File: src/rtl/alu_fifo_ctrl_if.sv
// Bundle between the frame sequencer and its RX FIFO, ALU and TX FIFO.
// The sequencer takes the master side; the FIFOs and ALU sit on the slave side.
interface alu_fifo_ctrl_if #(
    parameter int B    = 8,
    parameter int OP_W = 6
);
    logic            rx_empty;
    logic [B-1:0]    rx_data;
    logic            rx_rd;
    logic            tx_full;
    logic            tx_wr;
    logic [B-1:0]    tx_data;
    logic [B-1:0]    alu_a;
    logic [B-1:0]    alu_b;
    logic [OP_W-1:0] alu_op;
    logic [B-1:0]    alu_result;

    modport master (
        input  rx_empty, rx_data, tx_full, alu_result,
        output rx_rd, tx_wr, tx_data, alu_a, alu_b, alu_op
    );

    modport slave (
        output rx_empty, rx_data, tx_full, alu_result,
        input  rx_rd, tx_wr, tx_data, alu_a, alu_b, alu_op
    );
endinterface

File: src/rtl/alu_fifo_ctrl.sv
// Frame sequencer: pops A, B, opcode from the RX FIFO, runs the external ALU and
// pushes the result to the TX FIFO; partial frames are dropped after an idle timeout.
//
// state    | meaning
// ---------+---------------------------------------------------------
// GET_A    | idle, waiting for operand A (never times out)
// GET_B    | waiting for operand B, idle counter running
// GET_OP   | waiting for opcode byte, idle counter running
// EXEC     | ALU inputs stable, capture combinational result
// SEND     | push result to TX FIFO, stall while it is full
module alu_fifo_ctrl #(
    parameter int B       = 8,
    parameter int OP_W    = 6,
    parameter int TIMEOUT = 1000,
    parameter int FCNT_W  = 16
) (
    input  logic              clk,
    input  logic              reset,
    alu_fifo_ctrl_if.master   bus,
    output logic              busy,
    output logic              frame_err,
    output logic [FCNT_W-1:0] frame_cnt
);

    localparam int IDLE_W = (TIMEOUT > 2) ? $clog2(TIMEOUT) : 1;
    localparam logic [IDLE_W-1:0] IDLE_LAST = IDLE_W'(TIMEOUT - 1);

    typedef enum logic [2:0] {
        GET_A,
        GET_B,
        GET_OP,
        EXEC,
        SEND
    } state_t;

    state_t            state_q, state_d;
    logic [B-1:0]      a_q, a_d;
    logic [B-1:0]      b_q, b_d;
    logic [OP_W-1:0]   op_q, op_d;
    logic [B-1:0]      res_q, res_d;
    logic [FCNT_W-1:0] cnt_q, cnt_d;
    logic [IDLE_W-1:0] idle_q, idle_d;
    logic              err_q, err_d;
    logic              rx_rd_c;
    logic              tx_wr_c;

    always_ff @(posedge clk) begin
        if (reset) begin
            state_q <= GET_A;
            a_q     <= '0;
            b_q     <= '0;
            op_q    <= '0;
            res_q   <= '0;
            cnt_q   <= '0;
            idle_q  <= '0;
            err_q   <= 1'b0;
        end else begin
            state_q <= state_d;
            a_q     <= a_d;
            b_q     <= b_d;
            op_q    <= op_d;
            res_q   <= res_d;
            cnt_q   <= cnt_d;
            idle_q  <= idle_d;
            err_q   <= err_d;
        end
    end

    always_comb begin
        state_d = state_q;
        a_d     = a_q;
        b_d     = b_q;
        op_d    = op_q;
        res_d   = res_q;
        cnt_d   = cnt_q;
        idle_d  = idle_q;
        err_d   = 1'b0;
        rx_rd_c = 1'b0;
        tx_wr_c = 1'b0;

        case (state_q)
            GET_A: begin
                idle_d = '0;
                if (!bus.rx_empty) begin
                    rx_rd_c = 1'b1;
                    a_d     = bus.rx_data;
                    state_d = GET_B;
                end
            end

            // A byte arriving in the terminal idle cycle takes priority over the timeout.
            GET_B: begin
                if (!bus.rx_empty) begin
                    rx_rd_c = 1'b1;
                    b_d     = bus.rx_data;
                    idle_d  = '0;
                    state_d = GET_OP;
                end else if (idle_q == IDLE_LAST) begin
                    idle_d  = '0;
                    err_d   = 1'b1;
                    state_d = GET_A;
                end else begin
                    idle_d = idle_q + IDLE_W'(1);
                end
            end

            GET_OP: begin
                if (!bus.rx_empty) begin
                    rx_rd_c = 1'b1;
                    op_d    = bus.rx_data[OP_W-1:0];
                    idle_d  = '0;
                    state_d = EXEC;
                end else if (idle_q == IDLE_LAST) begin
                    idle_d  = '0;
                    err_d   = 1'b1;
                    state_d = GET_A;
                end else begin
                    idle_d = idle_q + IDLE_W'(1);
                end
            end

            EXEC: begin
                res_d   = bus.alu_result;
                state_d = SEND;
            end

            SEND: begin
                if (!bus.tx_full) begin
                    tx_wr_c = 1'b1;
                    cnt_d   = cnt_q + FCNT_W'(1);
                    state_d = GET_A;
                end
            end

            default: state_d = GET_A;
        endcase
    end

    // Strobes are decoded from state, so gate them while the state register is being reset.
    assign bus.rx_rd   = rx_rd_c & ~reset;
    assign bus.tx_wr   = tx_wr_c & ~reset;
    assign bus.tx_data = res_q;
    assign bus.alu_a   = a_q;
    assign bus.alu_b   = b_q;
    assign bus.alu_op  = op_q;

    assign busy      = (state_q != GET_A);
    assign frame_err = err_q;
    assign frame_cnt = cnt_q;

endmodule

File: src/flat_wrapper.sv
// flat-port wrapper written by rule: the top's interface ports become plain ports
module alu_fifo_ctrl_flat 
#(
    parameter int B       = 8,
    parameter int OP_W    = 6,
    parameter int TIMEOUT = 1000,
    parameter int FCNT_W  = 16
)
  (clk, reset, busy, frame_err, frame_cnt, bus_rx_empty, bus_rx_data, bus_tx_full, bus_alu_result, bus_rx_rd, bus_tx_wr, bus_tx_data, bus_alu_a, bus_alu_b, bus_alu_op);
  alu_fifo_ctrl_if #(.B(B), .OP_W(OP_W)) bus_i ();
  input  logic clk;
  input  logic reset;
  output logic busy;
  output logic frame_err;
  output logic [FCNT_W-1:0] frame_cnt;
  input wire logic [$bits(bus_i.rx_empty)-1:0] bus_rx_empty;
  input wire logic [$bits(bus_i.rx_data)-1:0] bus_rx_data;
  input wire logic [$bits(bus_i.tx_full)-1:0] bus_tx_full;
  input wire logic [$bits(bus_i.alu_result)-1:0] bus_alu_result;
  output wire logic [$bits(bus_i.rx_rd)-1:0] bus_rx_rd;
  output wire logic [$bits(bus_i.tx_wr)-1:0] bus_tx_wr;
  output wire logic [$bits(bus_i.tx_data)-1:0] bus_tx_data;
  output wire logic [$bits(bus_i.alu_a)-1:0] bus_alu_a;
  output wire logic [$bits(bus_i.alu_b)-1:0] bus_alu_b;
  output wire logic [$bits(bus_i.alu_op)-1:0] bus_alu_op;
  assign bus_i.rx_empty = bus_rx_empty;
  assign bus_i.rx_data = bus_rx_data;
  assign bus_i.tx_full = bus_tx_full;
  assign bus_i.alu_result = bus_alu_result;
  assign bus_rx_rd = bus_i.rx_rd;
  assign bus_tx_wr = bus_i.tx_wr;
  assign bus_tx_data = bus_i.tx_data;
  assign bus_alu_a = bus_i.alu_a;
  assign bus_alu_b = bus_i.alu_b;
  assign bus_alu_op = bus_i.alu_op;
  alu_fifo_ctrl #(.B(B), .OP_W(OP_W), .TIMEOUT(TIMEOUT), .FCNT_W(FCNT_W)) u_core (.clk(clk), .reset(reset), .bus(bus_i), .busy(busy), .frame_err(frame_err), .frame_cnt(frame_cnt));
endmodule
File: config.mk
export PLATFORM = sky130hd
export DESIGN_NAME = alu_fifo_ctrl_flat
export DESIGN_NICKNAME = d
export VERILOG_FILES = /design/src/rtl/alu_fifo_ctrl_if.sv /design/src/rtl/alu_fifo_ctrl.sv /design/src/flat_wrapper.sv
export SDC_FILE = /design/constraint.sdc
export NUM_CORES = 1
export LEC_CHECK = 0
export CORE_ASPECT_RATIO = 0.75
export CORE_MARGIN = 3
export CORE_UTILIZATION = 43
export CTS_CLUSTER_DIAMETER = 200
export CTS_CLUSTER_SIZE = 28
export DETAILED_ROUTE_END_ITERATION = 12
export PLACE_DENSITY = 0.73
export REMOVE_ABC_BUFFERS = 1
export SYNTH_ARGS = -nofsm -noshare
export SYNTH_HDL_FRONTEND = slang
export SYNTH_SLANG_ARGS = --single-unit
File: constraint.sdc
create_clock -name clk -period 1.9 [get_ports clk]
set_input_delay 0.19 -clock clk [delete_from_list [all_inputs] [get_ports clk]]
set_output_delay 0.19 -clock clk [all_outputs]
set_load 0.005 [all_outputs]
Yosys cells after proc, flatten, opt, wreduce, memory -nomap -nowiden
Index checks and enable logic that the tools add are counted.

storage, ports and cells
  register bits = 60
  word-level logic and storage cells = 48
  bits of input ports = 20
  output and inout port bits = 50

operators by class
  $add $sub $neg = 2
  bitwise operators = 6
  mux-type cells = 14
  reduce and logical (&&, ||, !) cells = 11
  equal/unequal tests = 7

operators with widths
  operator                 number
  $mux W10                 2
  $pmux W10 S2             1
  $add A16 B1 Y16 const B  1
  $mux W3                  5
  $pmux W3 S5              1
  $add A10 B1 Y10 const B  1
  $eq A10 B10 Y1 const B   1
  $reduce_and A2 Y1        5
  $eq A3 B2 Y1 const B     2
  $reduce_or A3 Y1         2
  $mux W1                  5
  $ne A2 B2 Y1 const B     2
  $not A1 Y1               4
  $eq A3 B1 Y1 const B     1
  $eq A3 B3 Y1 const B     1
  $logic_not A3 Y1         1
  $reduce_bool A3 Y1       1
  $and A1 B1 Y1            2
  $reduce_bool A2 Y1       1
  $reduce_or A2 Y1         1

Longest topological paths before layout
Gate-level depths: netlist of run 1.

  depth in word-level cells = 4
  mapped depth = 6
  gate-level depth less buffers = 5

Worst setup path before layout of run 1
OpenSTA, ideal clock, no wires.

  kind = reg2reg
  from = register u_core.state_q[0]
  to = register u_core.cnt_q[15], in the netlist u_core.frame_cnt[15]
  path buffers = 0
  data required time = 1.830 ns
  period minus slack after synthesis = 1.956 ns
  arrival time = 1.885 ns
  cell stages (with the launch flop) = 5
  library setup time = 0.070 ns
  setup slack = -0.056 ns
  cell sequence = dfxtp_1 > or4b_4 > or4_4 > or3_1 > a21oi_1

between the ends
  longest elaborated chain between the ends = 2

RTL lines
  item                         RTL line             RTL
  start, declared              alu_fifo_ctrl.sv:36  state_t state_q, state_d;
  start signal, assigned       alu_fifo_ctrl.sv:58  state_q <= state_d;
  $eq A3 B3 Y1                 alu_fifo_ctrl.sv:81  case (state_q)
  $reduce_and A2 Y1 (no line)  n/a
  end signal, assigned         alu_fifo_ctrl.sv:63  cnt_q <= cnt_d;
  end, declared                alu_fifo_ctrl.sv:41  logic [FCNT_W-1:0] cnt_q, cnt_d;

Every way passes these cells.
A chain may end at the register's enable or synchronous reset.

Final worst setup path of run 1
  from = register u_core.state_q[0]
  to = register u_core.cnt_q[13], in the netlist u_core.frame_cnt[13]

Same word-level chain as after synthesis.

==> flow_summary.json, run 1 <==
{
  "outcome": "finished, final reports clean",
  "fp.dieH_um": 71.8,
  "slew_viol_final": 0,
  "synthArstFlopShare_pct": 0,
  "finalCritPeriodShare_pct": 99.9,
  "postSynthAreaPerCell_um2": 8.67,
  "max_freq_ghz": 0.527,
  "crit_fanout": 4,
  "slew_headroom_pct": 76.3,
  "p_total_uw": 2650,
  "vias": 2330,
  "hold_buffers": 0,
  "syn_to_final_growth_pct": 45.0,
  "start_util_pct": 45.3,
  "vdd_drop_max_mv": 0.535,
  "cts_buffers": 9,
  "drv_cap": 0,
  "dr.pass1.iters": 4,
  "ctsRootBufferMaster": "clkbuf_8",
  "num_rows": 23,
  "grt-ovfl-total": 0,
  "hpwl_um": 4470,
  "die_x_um": 93.7,
  "cts_tree": "yes",
  "ys_ff_latch": 60,
  "setup-tns-final_ns": 0,
  "setup_viol": 0,
  "yosys_most_used_dff": "dfxtp_1",
  "fill_cells": 459,
  "gp_congestion": 0.861,
  "start_kind": "flop",
  "viasPerCell": 5.12,
  "synthTopCellsByArea": "dfxtp_1 48%, nand2_1 6.4%, nor2_1 5.8%",
  "end_kind": "flop",
  "drtIter0Drc": 107,
  "drive_above_1_share_pct": 12.9,
  "clkLatencyLatePin_ns": 0.34,
  "cts_sinks": 60,
  "design.core.area_um2": 5470,
  "ios": 70,
  "grt_pass1_vias": 2233,
  "path_clk_slew_ns": 0.06,
  "pwr_density_cell_nw_per_um2": 739,
  "worst_clock_skew_ns": 0.00398,
  "yosysWarnings": 0,
  "grt_first_pass_wirelength_um": 10600,
  "arrival_ns": 2.17,
  "cp_data_required_time_ns": 2.17,
  "rsz0062_at_grt": "yes",
  "synth_top_area_share_pct": 48.5,
  "drt-total-wl_um": 6310,
  "io_buffers": 69,
  "power_leakage_uw": 0.00130,
  "die_area_um2": 6720,
  "dp_slack_ns": -0.364,
  "synth_seq_area_share_pct": 48.5,
  "postCtsSetupBuffers": 0,
  "synth_cell_types": 37,
  "syn_area_um2": 2480,
  "antenna_found_initial": 0,
  "antenna_cells": 0,
  "critPathKind": "reg -> reg",
  "grtUsageTotal_pct": 20.1,
  "fin_nets": 398,
  "synth_edf_count": 0,
  "wl_per_cell_um": 13.9,
  "tightest_slew_ns": 0.356,
  "grt_max_degree": 35,
  "hold_viol_final": 0,
  "setup_ws_ns": 0.00220,
  "syn_inst": 286,
  "holdCritPathClass": "in -> reg",
  "fin_util_pct": 65.7,
  "htreeDepth": 3,
  "drc": 0,
  "fin_crit_ns": 1.90,
  "ant_nets": 0,
  "synth_top_area_cell": "dfxtp_1",
  "clockBufferDepth": 2
}
-- area by class of cell --
| class | instances | area (µm²) | share of cell area [%] |
|---|---|---|---|
| Sequential cell | 60 | 1200 | 33.4 |
| Tap cell | 75 | 93.8 | 2.61 |
| Timing Repair Buffer | 93 | 865 | 24.1 |
| Clock inverter | 5 | 52.6 | 1.46 |
| Multi-Input combinational cell | 210 | 1240 | 34.4 |
| Clock buffer | 10 | 138 | 3.83 |
| Inverter | 2 | 7.51 | 0.209 |
-- flip-flops by register name, summed over array words and instances, names as in the netlist --
register and flops:
u_core.bus.tx_data 8, u_core.bus.alu_b 8, u_core.frame_cnt 16, u_core.idle_q 10
u_core.bus.alu_a 8, u_core.bus.alu_op 6, u_core.state_q 3, u_core.frame_err 1
-- cell families (layout without fill, tap and decap cells) --
| kind of cell | count (synthesis) | after routing | synth area share, % |
|---|---|---|---|
| AND/OR/NAND/NOR | 138 | 138 | 27.5 |
| AO/OA/AOI/OAI | 37 | 37 | 8.08 |
| buffers and inverters | 16 | 110 | 2.57 |
| flip-flops | 60 | 60 | 48.5 |
| multiplexers | 14 | 14 | 5.65 |
| adder cells (fa/ha/maj) | 2 | 2 | 1.01 |
| XOR/XNOR | 19 | 19 | 6.71 |
-- worst max-delay path, cell delays in order, from the launching register on --
cell and delay, ns:
dfxtp_1 0.31, or4b_4 0.53, or4_4 0.51, or3_4 0.34, a21oi_2 0.14
-- metal layers --
| metal | GRT usage, % | vias to the layer above | routed length, µm | share of wire, % |
|---|---|---|---|---|
| met1 | 26.5 | 1083 | 2990 | 47 |
| met5 | 0 | - | 0 | 0 |
| met3 | 10.5 | 8 | 564 | 8.9 |
| met2 | 28.7 | 76 | 2680 | 42 |
| li1 | - | 1163 | - | - |
| met4 | 5.77 | 0 | 70 | 1.1 |
-- what timing repair did --
action,CTS,global route
gates cloned,0,0
gates resized for setup,3,6
pin swaps,2,0
setup endpoints to repair,4,4
-- final timing paths --
| path | startpoint | cells after the start | slack (ns) | to |
|---|---|---|---|---|
| hold reg to reg | u_core.bus.tx_data[5] | 2 | 0.46 | u_core.bus.tx_data[5] |
| setup reg to reg | u_core.state_q[0] | 4 | 0.002 | u_core.frame_cnt[13] |
| hold / removal | reset | 3 | 0.31 | u_core.state_q[1] |
| setup / recovery | u_core.state_q[0] | 4 | 0.002 | u_core.frame_cnt[13] |
-- through the flow --
stage | instances | hold slack (ns) | instance area (µm²)
floorplan | 272 | 0.259 | 2420
global placement | 440 | 0.442 | 3380
detailed placement | 440 | 0.451 | 3380
CTS | 455 | 0.282 | 3580
global route | 455 | 0.312 | 3590
finish | 455 | 0.307 | 3590
-- placed cells by master, fill, tap and decap left out, types with 2 or more instances in the layout --
| cell | count |
|---|---|
| and3_1 | 5 |
| a21oi_2 | 2 |
| dfxtp_1 | 60 |
| and4_1 | 2 |
| xor2_1 | 10 |
| buf_4 | 24 |
| nor3_1 | 7 |
| a21oi_1 | 24 |
| o21ai_0 | 4 |
| inv_1 | 2 |
| nand2_1 | 42 |
| clkinv_2 | 3 |
| clkdlybuf4s50_1 | 66 |
| nor2_1 | 38 |
| or3_1 | 4 |
| mux2i_1 | 14 |
| clkbuf_8 | 10 |
| nand4b_1 | 3 |
| ha_1 | 2 |
| nand3_1 | 16 |
| xnor2_1 | 9 |
| o211ai_1 | 2 |
| nand4_1 | 8 |
-- cells in the mapped netlist, types with 7 or more instances --
master,number
dfxtp_1,60
nand2_1,42
nor2_1,38
a21oi_1,26
nand3_1,16
mux2i_1,14
clkbuf_1,12
xor2_1,10
xnor2_1,9
nand4_1,8
nor3_1,7
-- power breakdown --
| group | internal [µW] | switching, µW |
|---|---|---|
| Clock | 626 | 482 |
| Sequential | 1290 | 15.3 |
| Combinational | 132 | 113 |
Note: power is estimated with default switching activity, not from simulation.
==> run 2, diff against run 1 <==
--- a/config.mk
+++ b/config.mk
@@ -13,6 +13,7 @@
 export DETAILED_ROUTE_END_ITERATION = 12
 export PLACE_DENSITY = 0.73
 export REMOVE_ABC_BUFFERS = 1
+export SKIP_CTS_REPAIR_TIMING = 1
 export SYNTH_ARGS = -nofsm -noshare
 export SYNTH_HDL_FRONTEND = slang
 export SYNTH_SLANG_ARGS = --single-unit
==> flow_summary.json, run 2 (synthesized netlist as in run 1, its figures left out) <==
{
  "outcome": "finished, final reports clean",
  "tightest_slew_ns": 0.352,
  "fin_crit_ns": 1.89,
  "layout_common_cells": "66 x clkdlybuf4s50_1, 60 x dfxtp_1, 42 x nand2_1",
  "met2_usage_pct": 28.7,
  "hold_viol_final": 0,
  "worst_clock_skew_ns": 0.00380,
  "final_common_cell": "clkdlybuf4s50_1",
  "grt_pass1_vias": 2230,
  "die_x_um": 93.7,
  "use_met3_pct": 10.5,
  "antenna_found_initial": 0,
  "place_area_um2": 3380,
  "drv_cap": 0,
  "clkLatencyLatePin_ns": 0.34,
  "fin_nets": 398,
  "start_util_pct": 45.3,
  "multi_input_area_um2": 1240,
  "finalCritPeriodShare_pct": 99.6,
  "critPathKind": "reg -> reg",
  "fp.dieH_um": 71.8,
  "grtUsageTotal_pct": 20.1,
  "cts_sinks": 60,
  "htreeDepth": 3,
  "dr.pass1.iters": 5,
  "grt_first_pass_wirelength_um": 10600,
  "drtIter0Drc": 99,
  "drt-total-wl_um": 6390,
  "setup_viol": 0,
  "cp_slowest_cell": "or4b_4",
  "cts_tree": "yes",
  "pwr_density_cell_nw_per_um2": 736,
  "slew_viol_final": 0,
  "num_rows": 23,
  "largest_reg_flops": 16,
  "timing.critical_path.buf_inv": 0,
  "wl_per_cell_um": 14.1,
  "cpLargestDelayFamily": "simple AND/OR/NAND/NOR gates",
  "critPathMaxStageDelay_ns": 0.53,
  "vias": 2332,
  "design.core.area_um2": 5470,
  "grt-busiest-layer": "met2",
  "grt-ovfl-total": 0,
  "cts_buffers": 9,
  "path_clk_slew_ns": 0.06,
  "end_kind": "flop",
  "fin_area_um2": 3600,
  "rsz0062_at_grt": "yes",
  "max_freq_ghz": 0.529,
  "ant_nets": 0,
  "antenna_cells": 0,
  "drc": 0,
  "power_leakage_uw": 0.00133,
  "vdd_drop_max_mv": 0.535,
  "grt_max_degree": 35,
  "hpwl_um": 4470,
  "ctsRootBufferMaster": "clkbuf_8",
  "fin_util_pct": 65.9,
  "syn_to_final_growth_pct": 45.4,
  "ios": 70,
  "crit_fanout": 4,
  "holdCritPathClass": "in -> reg",
  "io_buffers": 69,
  "die_area_um2": 6720,
  "gp_congestion": 0.861,
  "viasPerCell": 5.13,
  "arrival_ns": 2.17,
  "drive_above_1_share_pct": 13.2,
  "slew_headroom_pct": 76.5,
  "met1_usage_pct": 26.6,
  "seq_area_um2": 1200,
  "start_kind": "flop",
  "clockBufferDepth": 2,
  "path_cells": "or4b_4 -> or4_4 -> or3_4 -> a21oi_2",
  "p_total_uw": 2650,
  "fill_cells": 454,
  "cp_data_required_time_ns": 2.18
}
run 2: layer usage:
layer | vias up | wire length [µm]
li1 | 1163 | -
met1 | 1096 | 3050
met2 | 64 | 2750
met3 | 9 | 530
met4 | 0 | 62
met5 | - | 0
run 2: layout make-up:
cell class	instances	share of cell area [%]
clock buffer	10	3.82
clock inverter	5	1.46
inverter	2	0.208
multi-input combinational	210	34.4
sequential	60	33.3
tap	75	2.60
timing repair buffer	93	24.2
run 2: through the flow:
step                cells  hold WS (ns)  TNS, ns  setup WS (ns)
CTS                   455         0.282   -0.450         -0.232
finish                455         0.309        0        0.00847
floorplan             272         0.259   -0.471         -0.253
detailed placement    440         0.451    -1.44         -0.364
global route          455         0.314  -0.0699        -0.0366
global placement      440         0.442    -1.25         -0.334
run 2: worst min-delay path, cell delays in order:
cell and delay [ns]:
buf_2 0.19, nor2_1 0.09, a21boi_0 0.12
run 2: where the power goes:
group	switching, µW	leakage, µW	total (µW)	internal (µW)
Combinational	113	0.000746	246	133
Clock	482	0.0000979	1110	626
Sequential	15.1	0.000486	1300	1290
run 2: path summary, 6_finish.rpt:
kind / startpoint / endpoint / slack (ns) / cells past startpoint
worst min register to register: u_core.bus.tx_data[5] / u_core.bus.tx_data[5] / 0.46 / 2
worst min-delay path: reset / u_core.state_q[1] / 0.31 / 3
worst max register to register: u_core.state_q[0] / u_core.frame_cnt[15] / 0.008 / 4
worst max-delay path: u_core.state_q[0] / u_core.frame_cnt[15] / 0.008 / 4
==> run 3, diff against run 2 <==
--- a/config.mk
+++ b/config.mk
@@ -12,7 +12,6 @@
 export CTS_CLUSTER_SIZE = 28
 export DETAILED_ROUTE_END_ITERATION = 12
 export PLACE_DENSITY = 0.73
-export REMOVE_ABC_BUFFERS = 1
 export SKIP_CTS_REPAIR_TIMING = 1
 export SYNTH_ARGS = -nofsm -noshare
 export SYNTH_HDL_FRONTEND = slang
==> flow_summary.json, run 3 (synthesized netlist as in run 1, its figures left out) <==
{
  "io_buffers": 69,
  "setup_ws_ns": -0.00964,
  "cts_buffers": 9,
  "fin_crit_ns": 1.91,
  "clockBufferDepth": 2,
  "die_area_um2": 6720,
  "fin_util_pct": 66.3,
  "antenna_cells": 0,
  "dr.pass1.iters": 4,
  "fin_area_um2": 3630,
  "rsz0062_at_grt": "yes",
  "violations": "negative setup slack",
  "tightest_slew_ns": 0.330,
  "outcome": "finished with violations",
  "vdd_drop_max_mv": 0.574,
  "drive_above_1_share_pct": 11.6,
  "start_kind": "flop",
  "vias": 2266,
  "cts_sinks": 60,
  "cts_tree": "yes",
  "hpwl_um": 4370,
  "p_total_uw": 2970,
  "slew_headroom_pct": 78.0,
  "viasPerCell": 5.00,
  "critPathKind": "reg -> reg",
  "grt_max_degree": 28,
  "arrival_ns": 2.17,
  "fin_nets": 395,
  "layout_common_cells": "65 x clkdlybuf4s50_1, 59 x dfxtp_1, 42 x nand2_1",
  "drc": 0,
  "syn_to_final_growth_pct": 46.3,
  "wl_per_cell_um": 13.9,
  "end_kind": "flop",
  "largest_reg_flops": 16,
  "setup-tns-final_ns": -0.0176,
  "dp_slack_ns": -0.392,
  "final_common_cell": "clkdlybuf4s50_1",
  "grt_pass1_vias": 2292,
  "drv_cap": 0,
  "die_x_um": 93.7,
  "setup_viol": 2,
  "grtUsageTotal_pct": 20.2,
  "antenna_found_initial": 0,
  "pwr_density_cell_nw_per_um2": 820,
  "htreeDepth": 3,
  "place_area_um2": 3360,
  "max_freq_ghz": 0.524,
  "holdCritPathClass": "in -> reg",
  "fp.dieH_um": 71.8,
  "slew_viol_final": 0,
  "grt-ovfl-total": 0,
  "crit_fanout": 4,
  "worst_clock_skew_ns": 0.0108,
  "num_rows": 23,
  "ctsRootBufferMaster": "clkbuf_8",
  "synth_nets": 308,
  "drt-total-wl_um": 6310,
  "ant_nets": 0,
  "gp_congestion": 0.843,
  "hold_viol_final": 0,
  "ios": 70,
  "path_clk_slew_ns": 0.06,
  "start_util_pct": 45.3,
  "finalCritPeriodShare_pct": 101,
  "cp_data_required_time_ns": 2.16,
  "power_leakage_uw": 0.00135,
  "drtIter0Drc": 99,
  "grt_first_pass_wirelength_um": 10800,
  "clkLatencyLatePin_ns": 0.33,
  "design.core.area_um2": 5470
}
run 3: cell count changes in the layout (fill, tap and decap cells not counted), moves of 2 or more:
cell,delta
buf_4,-3
a21oi_1,+2
a21oi_2,-2
bufinv_16,+2
clkinv_2,-2
or3_1,+2
or3_4,-2
run 3: critical path, stage by stage (launching register included):
cell,delay [ns]
dfxtp_1,0.31
or4b_4,0.52
or4_4,0.57
or3_1,0.33
a21oi_1,0.12
run 3: worst paths after layout:
| path | end | from | depth (start not counted) | slack, ns |
|---|---|---|---|---|
| hold reg to reg | u_core.bus.tx_data[4] | u_core.bus.tx_data[4] | 2 | 0.45 |
| setup reg to reg | u_core.frame_cnt[15] | u_core.state_q[1] | 4 | -0.01 |
| hold / removal | u_core.bus.alu_b[4] | reset | 2 | 0.15 |
| setup / recovery | u_core.frame_cnt[15] | u_core.state_q[1] | 4 | -0.01 |
run 3: per-stage QoR:
stage	hold WS, ns	instances
CTS	0.145	453
global placement	0.441	437
global route	0.147	453
finish	0.152	453
floorplan	0.326	286
detailed placement	0.447	437
run 3: layout make-up:
cell class / count / area (µm²)
multi-input cells: 210 / 1220
flip-flops and latches: 60 / 1200
clock buffers: 12 / 155
inverters: 2 / 7.51
clock inverters: 4 / 95.1
well taps: 75 / 93.8
fillers: 476 / 1840
repair buffers: 90 / 851
run 3: report_power, final:
| group | internal [µW] | total (µW) | switching (µW) |
|---|---|---|---|
| clock network | 942 | 1430 | 487 |
| logic | 130 | 243 | 113 |
| registers | 1290 | 1300 | 15.4 |
run 3: metal layers:
layer | wire [µm] | global-route usage, % | part of all wire, %
met5 | 0 | 0 | 0
met4 | 38 | 4.33 | 0.60
met3 | 551 | 10.2 | 8.7
met2 | 2630 | 29.6 | 42
met1 | 3100 | 27.0 | 49
